$ cat config.mk
export PLATFORM = sky130hd
export DESIGN_NAME = alu_dec_seq_flat
export DESIGN_NICKNAME = d
export VERILOG_FILES = /design/src/rtl/alu_pkg.sv /design/src/rtl/alu_dec_seq_if.sv /design/src/rtl/alu_dec_core.sv /design/src/rtl/alu_dec_seq.sv /design/src/flat_wrapper.sv
export SDC_FILE = /design/constraint.sdc
export NUM_CORES = 1
export LEC_CHECK = 0
export BUFFER_PORTS_ARGS = -buffer_cell sky130_fd_sc_hd__buf_2
export CAP_MARGIN = 20
export CORE_AREA = 2 2 39 41
export CTS_BUF_LIST = sky130_fd_sc_hd__clkbuf_8 sky130_fd_sc_hd__clkbuf_16
export CTS_CLUSTER_DIAMETER = 150
export DETAILED_ROUTE_END_ITERATION = 8
export DIE_AREA = 0 0 41 43
export PLACE_DENSITY_LB_ADDON = 0.12
export RECOVER_POWER = 50
export SYNTH_ARGS = -nofsm -noshare
export SYNTH_HDL_FRONTEND = slang
export SYNTH_SLANG_ARGS = --single-unit
$ cat constraint.sdc
create_clock -name clk -period 1 [get_ports clk]
set_input_delay 0.05 -clock clk [delete_from_list [all_inputs] [get_ports clk]]
set_output_delay 0.05 -clock clk [all_outputs]
set_load 0.01 [all_outputs]
$ cat src/rtl/alu_pkg.sv
// Shared definitions for the ALU control decoder: ALU operation encoding,
// alu_op request classes and the sequencer FSM state type.
package alu_pkg;

  // ALU operation encoding; wider control buses carry these zero-extended.
  localparam logic [3:0] ALU_ADD  = 4'd0;
  localparam logic [3:0] ALU_SUB  = 4'd1;
  localparam logic [3:0] ALU_SLL  = 4'd2;
  localparam logic [3:0] ALU_SLT  = 4'd3;
  localparam logic [3:0] ALU_SLTU = 4'd4;
  localparam logic [3:0] ALU_XOR  = 4'd5;
  localparam logic [3:0] ALU_SRL  = 4'd6;
  localparam logic [3:0] ALU_SRA  = 4'd7;
  localparam logic [3:0] ALU_OR   = 4'd8;
  localparam logic [3:0] ALU_AND  = 4'd9;

  // alu_op request classes coming from the main decoder.
  localparam logic [1:0] ALUOP_LS  = 2'b00;  // load/store address add
  localparam logic [1:0] ALUOP_BR  = 2'b01;  // branch compare subtract
  localparam logic [1:0] ALUOP_RI  = 2'b10;  // R/I-type, decode funct fields
  localparam logic [1:0] ALUOP_RSV = 2'b11;  // reserved, flagged illegal

  // Sequencer states.
  typedef enum logic [1:0] {
    ST_IDLE = 2'd0,
    ST_WAIT = 2'd1,
    ST_OUT  = 2'd2
  } state_t;

  // Larger of two integers, used to size the latency counter.
  function automatic int max_int(input int a, input int b);
    return (a > b) ? a : b;
  endfunction

endpackage

$ cat src/rtl/alu_dec_seq_if.sv
// Request/response bundle between an instruction decoder (master) and the
// ALU control sequencer (slave). Request side is a valid/ready handshake,
// result side is a valid/ready handshake plus decoded control fields.
interface alu_dec_seq_if #(
  parameter int CTRL_W = 4
);
  logic              in_valid;
  logic              in_ready;
  logic [1:0]        alu_op;
  logic [2:0]        funct3;
  logic              op5;
  logic              f7_5;
  logic              f7_0;
  logic              out_valid;
  logic              out_ready;
  logic [CTRL_W-1:0] alu_ctrl;
  logic              mdu_op;
  logic              illegal;
  logic              busy;

  modport master (
    output in_valid, alu_op, funct3, op5, f7_5, f7_0, out_ready,
    input  in_ready, out_valid, alu_ctrl, mdu_op, illegal, busy
  );

  modport slave (
    input  in_valid, alu_op, funct3, op5, f7_5, f7_0, out_ready,
    output in_ready, out_valid, alu_ctrl, mdu_op, illegal, busy
  );
endinterface

$ cat src/rtl/alu_dec_core.sv
// Purely combinational ALU control decode. Classifies the request as an
// ALU op, an M-extension (multiply/divide) op, or an illegal encoding.
// Optional feature: ALU_DEC_SEQ_MEXT_EN enables M-extension decode; when
// undefined the M-extension encoding is reported as illegal ADD.
import alu_pkg::*;

module alu_dec_core #(
  parameter int CTRL_W = 4
) (
  input  logic [1:0]        alu_op_i,
  input  logic [2:0]        funct3_i,
  input  logic              op5_i,
  input  logic              f7_5_i,
  input  logic              f7_0_i,
  output logic [CTRL_W-1:0] alu_ctrl_o,
  output logic              mdu_op_o,
  output logic              is_div_o,
  output logic              illegal_o
);

  logic [3:0] ctrl4;
  logic       mext_enc;

  // R-type with funct7 = 0000001 selects the multiply/divide unit.
  assign mext_enc = op5_i && f7_0_i && !f7_5_i;

  // funct3[2] separates the divide/remainder group from the multiply group.
  assign is_div_o = funct3_i[2];

  // Decode the request into an ALU operation and classification flags.
  always_comb begin
    ctrl4     = ALU_ADD;
    mdu_op_o  = 1'b0;
    illegal_o = 1'b0;
    case (alu_op_i)
      ALUOP_LS:  ctrl4 = ALU_ADD;
      ALUOP_BR:  ctrl4 = ALU_SUB;
      ALUOP_RSV: begin
        ctrl4     = ALU_ADD;
        illegal_o = 1'b1;
      end
      ALUOP_RI: begin
        if (mext_enc) begin
`ifdef ALU_DEC_SEQ_MEXT_EN
          mdu_op_o = 1'b1;
          ctrl4    = {1'b0, funct3_i};
`else
          ctrl4     = ALU_ADD;
          illegal_o = 1'b1;
`endif
        end else begin
          case (funct3_i)
            3'b000:  ctrl4 = (op5_i && f7_5_i) ? ALU_SUB : ALU_ADD;
            3'b001:  ctrl4 = ALU_SLL;
            3'b010:  ctrl4 = ALU_SLT;
            3'b011:  ctrl4 = ALU_SLTU;
            3'b100:  ctrl4 = ALU_XOR;
            3'b101:  ctrl4 = f7_5_i ? ALU_SRA : ALU_SRL;
            3'b110:  ctrl4 = ALU_OR;
            default: ctrl4 = ALU_AND;
          endcase
        end
      end
      default: begin
        ctrl4     = ALU_ADD;
        illegal_o = 1'b1;
      end
    endcase
  end

  assign alu_ctrl_o = CTRL_W'(ctrl4);

endmodule

$ cat src/rtl/alu_dec_seq.sv
// ALU control sequencer: accepts decode requests over a valid/ready
// handshake, registers the decoded control, and presents it on a result
// handshake. ALU ops complete in one cycle; multiply/divide ops hold the
// unit busy for MUL_LAT / DIV_LAT cycles before the result is offered.
// Optional feature: ALU_DEC_SEQ_MEXT_EN enables the multiply/divide path;
// without it WAIT is never entered and busy is tied low.
import alu_pkg::*;

module alu_dec_seq #(
  parameter int CTRL_W  = 4,
  parameter int MUL_LAT = 2,
  parameter int DIV_LAT = 32
) (
  input logic         clk,
  input logic         rst_n,
  alu_dec_seq_if.slave bus
);

  localparam int CNT_W = $clog2(max_int(MUL_LAT, DIV_LAT) + 1);
  localparam logic [CNT_W-1:0] MUL_LOAD = CNT_W'(MUL_LAT - 1);
  localparam logic [CNT_W-1:0] DIV_LOAD = CNT_W'(DIV_LAT - 1);

  state_t            state_q;
  logic [CNT_W-1:0]  cnt_q;
  logic              out_valid_q;
  logic [CTRL_W-1:0] alu_ctrl_q;
  logic              mdu_op_q;
  logic              illegal_q;

  logic [CTRL_W-1:0] dec_ctrl;
  logic              dec_mdu;
  logic              dec_div;
  logic              dec_illegal;
  logic              in_ready;
  logic              accept;

  alu_dec_core #(
    .CTRL_W (CTRL_W)
  ) u_core (
    .alu_op_i   (bus.alu_op),
    .funct3_i   (bus.funct3),
    .op5_i      (bus.op5),
    .f7_5_i     (bus.f7_5),
    .f7_0_i     (bus.f7_0),
    .alu_ctrl_o (dec_ctrl),
    .mdu_op_o   (dec_mdu),
    .is_div_o   (dec_div),
    .illegal_o  (dec_illegal)
  );

  // A new request may enter when idle, or when the current result leaves
  // in this same cycle so back-to-back ops sustain one per cycle.
  assign in_ready = (state_q == ST_IDLE) || ((state_q == ST_OUT) && bus.out_ready);
  assign accept   = bus.in_valid && in_ready;

  // Sequencer FSM with latency counter and registered result fields.
  always_ff @(posedge clk or negedge rst_n) begin
    if (!rst_n) begin
      state_q     <= ST_IDLE;
      cnt_q       <= '0;
      out_valid_q <= 1'b0;
      alu_ctrl_q  <= '0;
      mdu_op_q    <= 1'b0;
      illegal_q   <= 1'b0;
    end else begin
      case (state_q)
        ST_IDLE, ST_OUT: begin
          if (accept) begin
            alu_ctrl_q <= dec_ctrl;
            mdu_op_q   <= dec_mdu;
            illegal_q  <= dec_illegal;
            if (dec_mdu) begin
              state_q     <= ST_WAIT;
              cnt_q       <= dec_div ? DIV_LOAD : MUL_LOAD;
              out_valid_q <= 1'b0;
            end else begin
              state_q     <= ST_OUT;
              out_valid_q <= 1'b1;
            end
          end else if ((state_q == ST_OUT) && bus.out_ready) begin
            state_q     <= ST_IDLE;
            out_valid_q <= 1'b0;
          end
        end
        ST_WAIT: begin
          // Counter saturates at zero; the result is offered on the edge
          // that finds it at zero.
          if (cnt_q == '0) begin
            state_q     <= ST_OUT;
            out_valid_q <= 1'b1;
          end else begin
            cnt_q <= cnt_q - 1'b1;
          end
        end
        default: begin
          state_q     <= ST_IDLE;
          out_valid_q <= 1'b0;
        end
      endcase
    end
  end

  assign bus.in_ready  = in_ready;
  assign bus.out_valid = out_valid_q;
  assign bus.alu_ctrl  = alu_ctrl_q;
  assign bus.mdu_op    = mdu_op_q;
  assign bus.illegal   = illegal_q;
`ifdef ALU_DEC_SEQ_MEXT_EN
  assign bus.busy      = (state_q == ST_WAIT);
`else
  assign bus.busy      = 1'b0;
`endif

endmodule

$ cat src/flat_wrapper.sv
// flat-port wrapper written by rule: the top's interface ports become plain ports
module alu_dec_seq_flat 
#(
  parameter int CTRL_W  = 4,
  parameter int MUL_LAT = 2,
  parameter int DIV_LAT = 32
)
  (clk, rst_n, bus_in_valid, bus_alu_op, bus_funct3, bus_op5, bus_f7_5, bus_f7_0, bus_out_ready, bus_in_ready, bus_out_valid, bus_alu_ctrl, bus_mdu_op, bus_illegal, bus_busy);
  alu_dec_seq_if #(.CTRL_W(CTRL_W)) bus_i ();
  input logic clk;
  input logic rst_n;
  input wire logic [$bits(bus_i.in_valid)-1:0] bus_in_valid;
  input wire logic [$bits(bus_i.alu_op)-1:0] bus_alu_op;
  input wire logic [$bits(bus_i.funct3)-1:0] bus_funct3;
  input wire logic [$bits(bus_i.op5)-1:0] bus_op5;
  input wire logic [$bits(bus_i.f7_5)-1:0] bus_f7_5;
  input wire logic [$bits(bus_i.f7_0)-1:0] bus_f7_0;
  input wire logic [$bits(bus_i.out_ready)-1:0] bus_out_ready;
  output wire logic [$bits(bus_i.in_ready)-1:0] bus_in_ready;
  output wire logic [$bits(bus_i.out_valid)-1:0] bus_out_valid;
  output wire logic [$bits(bus_i.alu_ctrl)-1:0] bus_alu_ctrl;
  output wire logic [$bits(bus_i.mdu_op)-1:0] bus_mdu_op;
  output wire logic [$bits(bus_i.illegal)-1:0] bus_illegal;
  output wire logic [$bits(bus_i.busy)-1:0] bus_busy;
  assign bus_i.in_valid = bus_in_valid;
  assign bus_i.alu_op = bus_alu_op;
  assign bus_i.funct3 = bus_funct3;
  assign bus_i.op5 = bus_op5;
  assign bus_i.f7_5 = bus_f7_5;
  assign bus_i.f7_0 = bus_f7_0;
  assign bus_i.out_ready = bus_out_ready;
  assign bus_in_ready = bus_i.in_ready;
  assign bus_out_valid = bus_i.out_valid;
  assign bus_alu_ctrl = bus_i.alu_ctrl;
  assign bus_mdu_op = bus_i.mdu_op;
  assign bus_illegal = bus_i.illegal;
  assign bus_busy = bus_i.busy;
  alu_dec_seq #(.CTRL_W(CTRL_W), .MUL_LAT(MUL_LAT), .DIV_LAT(DIV_LAT)) u_core (.clk(clk), .rst_n(rst_n), .bus(bus_i));
endmodule
==> qor.csv <==
stage;metric;value;unit
critical_path;register-to-register setup slack;0.06;ns
die;Die Span X;41;um
pwr;Leak;0.000312;uW
global_routing;first-pass GRT wire length;1.50;mm
sta;Clock Skews;0.00254;ns
global_routing;initial antenna violation count;0;
die;die area;1760;um2
sta;Fin Setup TNS;0;ns
logic_synthesis;ys flop type;dfrtp_1;
global_routing;total track usage;13.7;%
pwr;peak supply drop;0.740;mV
logic_synthesis;Synth cell types;25;
worst_hold_path;Worst Hold Class;in -> reg;
run_status;outcome;complete, no violations;
logic_synthesis;cell taking the most area after synthesis;dfrtp_1;
detailed_routing;DR pass1 iterations;2;
critical_path;WP data required;1.10;ns
detailed_routing;Routed Antenna Nets;0;
logic_synthesis;Synth async-reset ratio;100;%
sta;Pins Over Slew Limit;0;
cells_and_area;ratio of cells with drive above 1 in the final layout;32.3;%
logic_synthesis;Post-Syn Instances;44;
logic_synthesis;Synth Register Bits;6;
logic_synthesis;largest cells by area after synthesis;dfrtp_1 35%, ha_1 8.6%, a21oi_1 4.6%, a41o_1 4.6%, mux2i_1 4.6%;
worst_hold_path;worst hold endpoint;u_core.state_q[1];
pwr;PwrDens;1390;nW/um2
detailed_routing;residual DRC count;0;
logic_synthesis;synthesis warning total;0;
critical_path;Reg-to-Reg Start;u_core.state_q[1];
clock_network;H-tree depth;1;
clock_network;clock sinks;6;
sta;Final period util;93.5;%
placement;GPL Wtd Cong;0.749;
logic_synthesis;Yosys top cell area share;34.6;%
clock_network;clk slew on worst S/H paths;0.04;ns
critical_path;CP Max Fanout;7;
critical_path;crit end category;register;
critical_path;worst reg2reg path depth;3;
sta;Hold Vio Cnt, Final;0;
detailed_routing;post-DR wirelength/cell;11.1;um
clock_network;CTS Buf Count;3;
die;Die Y;43;um
critical_path;Crit Path Class;reg -> reg;
detailed_routing;vias per cell;4.67;
sta;Tmin final;0.935;ns
placement;HPWL Detailed;708;um
sta;Finish-stage setup viols;0;
logic_synthesis;number of enable flip-flop cells after synthesis;0;
run;Max-cap violations;0;
clock_network;Worst-Skew Late Latency;0.22;ns
detailed_routing;First DRT Iteration DRCs;2;
sta;Peak Freq;1070;MHz
die;# IOs;21;
critical_path;CP Launch Type;register;
clock_network;Clock Tree Buf Depth;2;
critical_path;FF-to-FF End;u_core.bus.alu_ctrl[1];
logic_synthesis;Post-Syn Area;434;um2
placement;Port Buf Inserts;18;
detailed_routing;routed wire length;901;um
global_routing;pin count of the biggest net entering global routing;8;
cells_and_area;Nets;82;
logic_synthesis;synthesized area per cell;9.87;um2
placement;DP Area;529;um2
die;Core ar.;1380;um2
critical_path;CP Data Arrival Time;1.04;ns
cells_and_area;# fillers;140;
global_routing;remaining global-route overflow;0;
clock_network;CTS tree;done;
cells_and_area;fin area;576;um2
logic_synthesis;post-synthesis sequential area ratio;34.6;%
cells_and_area;post-layout util;41.6;%
pwr;total power;801;uW
sta;RSZ-0062 raised after global routing;no;
worst_hold_path;Worst Hold Depth;2;
clock_network;CTS Root Cell;clkbuf_8;
cells_and_area;Ant. Diodes;0;
detailed_routing;Vias;378;
die;site row count;14;
worst_hold_path;hold path startpoint;bus_in_valid;
global_routing;vias in the first global route;379;
die;initial core utilization;31.4;%
cells_and_area;area grow syn2layout;32.6;%
-- sequential cells by signal, indices dropped and copies added, names as in the netlist --
name                 count
u_core.bus.alu_ctrl      4
u_core.bus.illegal       1
u_core.state_q           1
-- metrics by stage --
stage	hold slack, ns	cells	worst slack (ns)
final	0.0975	81	0.0650
after global placement	-0.119	77	0.0159
after global routing	0.0958	81	0.00148
after CTS	0.0910	81	0.0578
after floorplan	-0.246	45	-0.0398
after detailed placement	-0.121	77	0.00698
-- placed cells by master (no fill, tap or decap), types with 3 or more instances in the layout --
cell / count
buf_2: 14
dfrtp_1: 6
inv_1: 5
a21oi_1: 4
clkbuf_1: 4
ha_1: 3
clkbuf_8: 3
-- worst max-delay path by stage --
| stage | startpoint | end | slack [ns] | depth (start not counted) |
|---|---|---|---|---|
| global placement | bus_alu_op[0] | u_core.bus.alu_ctrl[0] | 0.02 | 5 |
| floorplan | u_core.state_q[1] | u_core.bus.alu_ctrl[1] | -0.04 | 4 |
| global route | u_core.state_q[1] | u_core.bus.alu_ctrl[3] | 0.001 | 3 |
| CTS | u_core.state_q[1] | u_core.bus.alu_ctrl[1] | 0.06 | 3 |
| finish | u_core.state_q[1] | u_core.bus.alu_ctrl[1] | 0.06 | 3 |
| detailed placement | bus_alu_op[0] | u_core.bus.alu_ctrl[0] | 0.007 | 5 |
-- routing by layer --
| layer | up-vias | track usage, % | wire length (um) |
|---|---|---|---|
| met1 | 166 | 14.9 | 386 |
| met5 | - | 0 | 0 |
| li1 | 198 | - | - |
| met3 | 2 | 9.42 | 63 |
| met2 | 12 | 19.7 | 443 |
| met4 | 0 | 6.00 | 8 |
-- Yosys cell counts, types with 2 or more instances --
library cell and number:
dfrtp_1 6, inv_1 5, a21oi_1 4, ha_1 3, a21boi_0 2, a41o_1 2, buf_4 2, mux2i_1 2
nand2b_1 2
-- timing repair --
action | CTS | global route
hold buffers | 1 | 0
buffers inserted | 0 | 0
hold endpoints to repair | 6 | 0
resized for setup | 0 | 0
-- critical path, cell delays in order (launching register included) --
cell	delay [ns]
dfrtp_1	0.39
nand2b_4	0.11
a21boi_0	0.09
a41o_1	0.22
-- cells by family (layout without fill, tap and decap cells) --
group	after synthesis	count (layout)	synth area share (%)
AOI/OAI and AO/OA	14	14	23.6
other	1	2	0.864
adders and majority gates	3	3	8.65
and+or+nand+nor	10	10	17.3
buffers and inverters	8	28	10.4
DFF	6	6	34.6
muxes	2	2	4.61
-- area by class of cell --
type	count	area (um2)	area share [%]
inverter	5	18.8	3.26
multi-input combinational	31	243	42.2
timing repair buffer	20	103	17.8
sequential	6	150	26.1
tap	16	20.0	3.48
clock buffer	3	41.3	7.17
-- power by group --
group | internal, uW | switching [uW] | leakage [uW]
clock network | 259 | 104 | 0.0000216
registers | 266 | 12.2 | 0.0000748
logic | 75.9 | 84.8 | 0.000215
total | 600 | 201 | 0.000312
(Power assumes the default switching activity.)
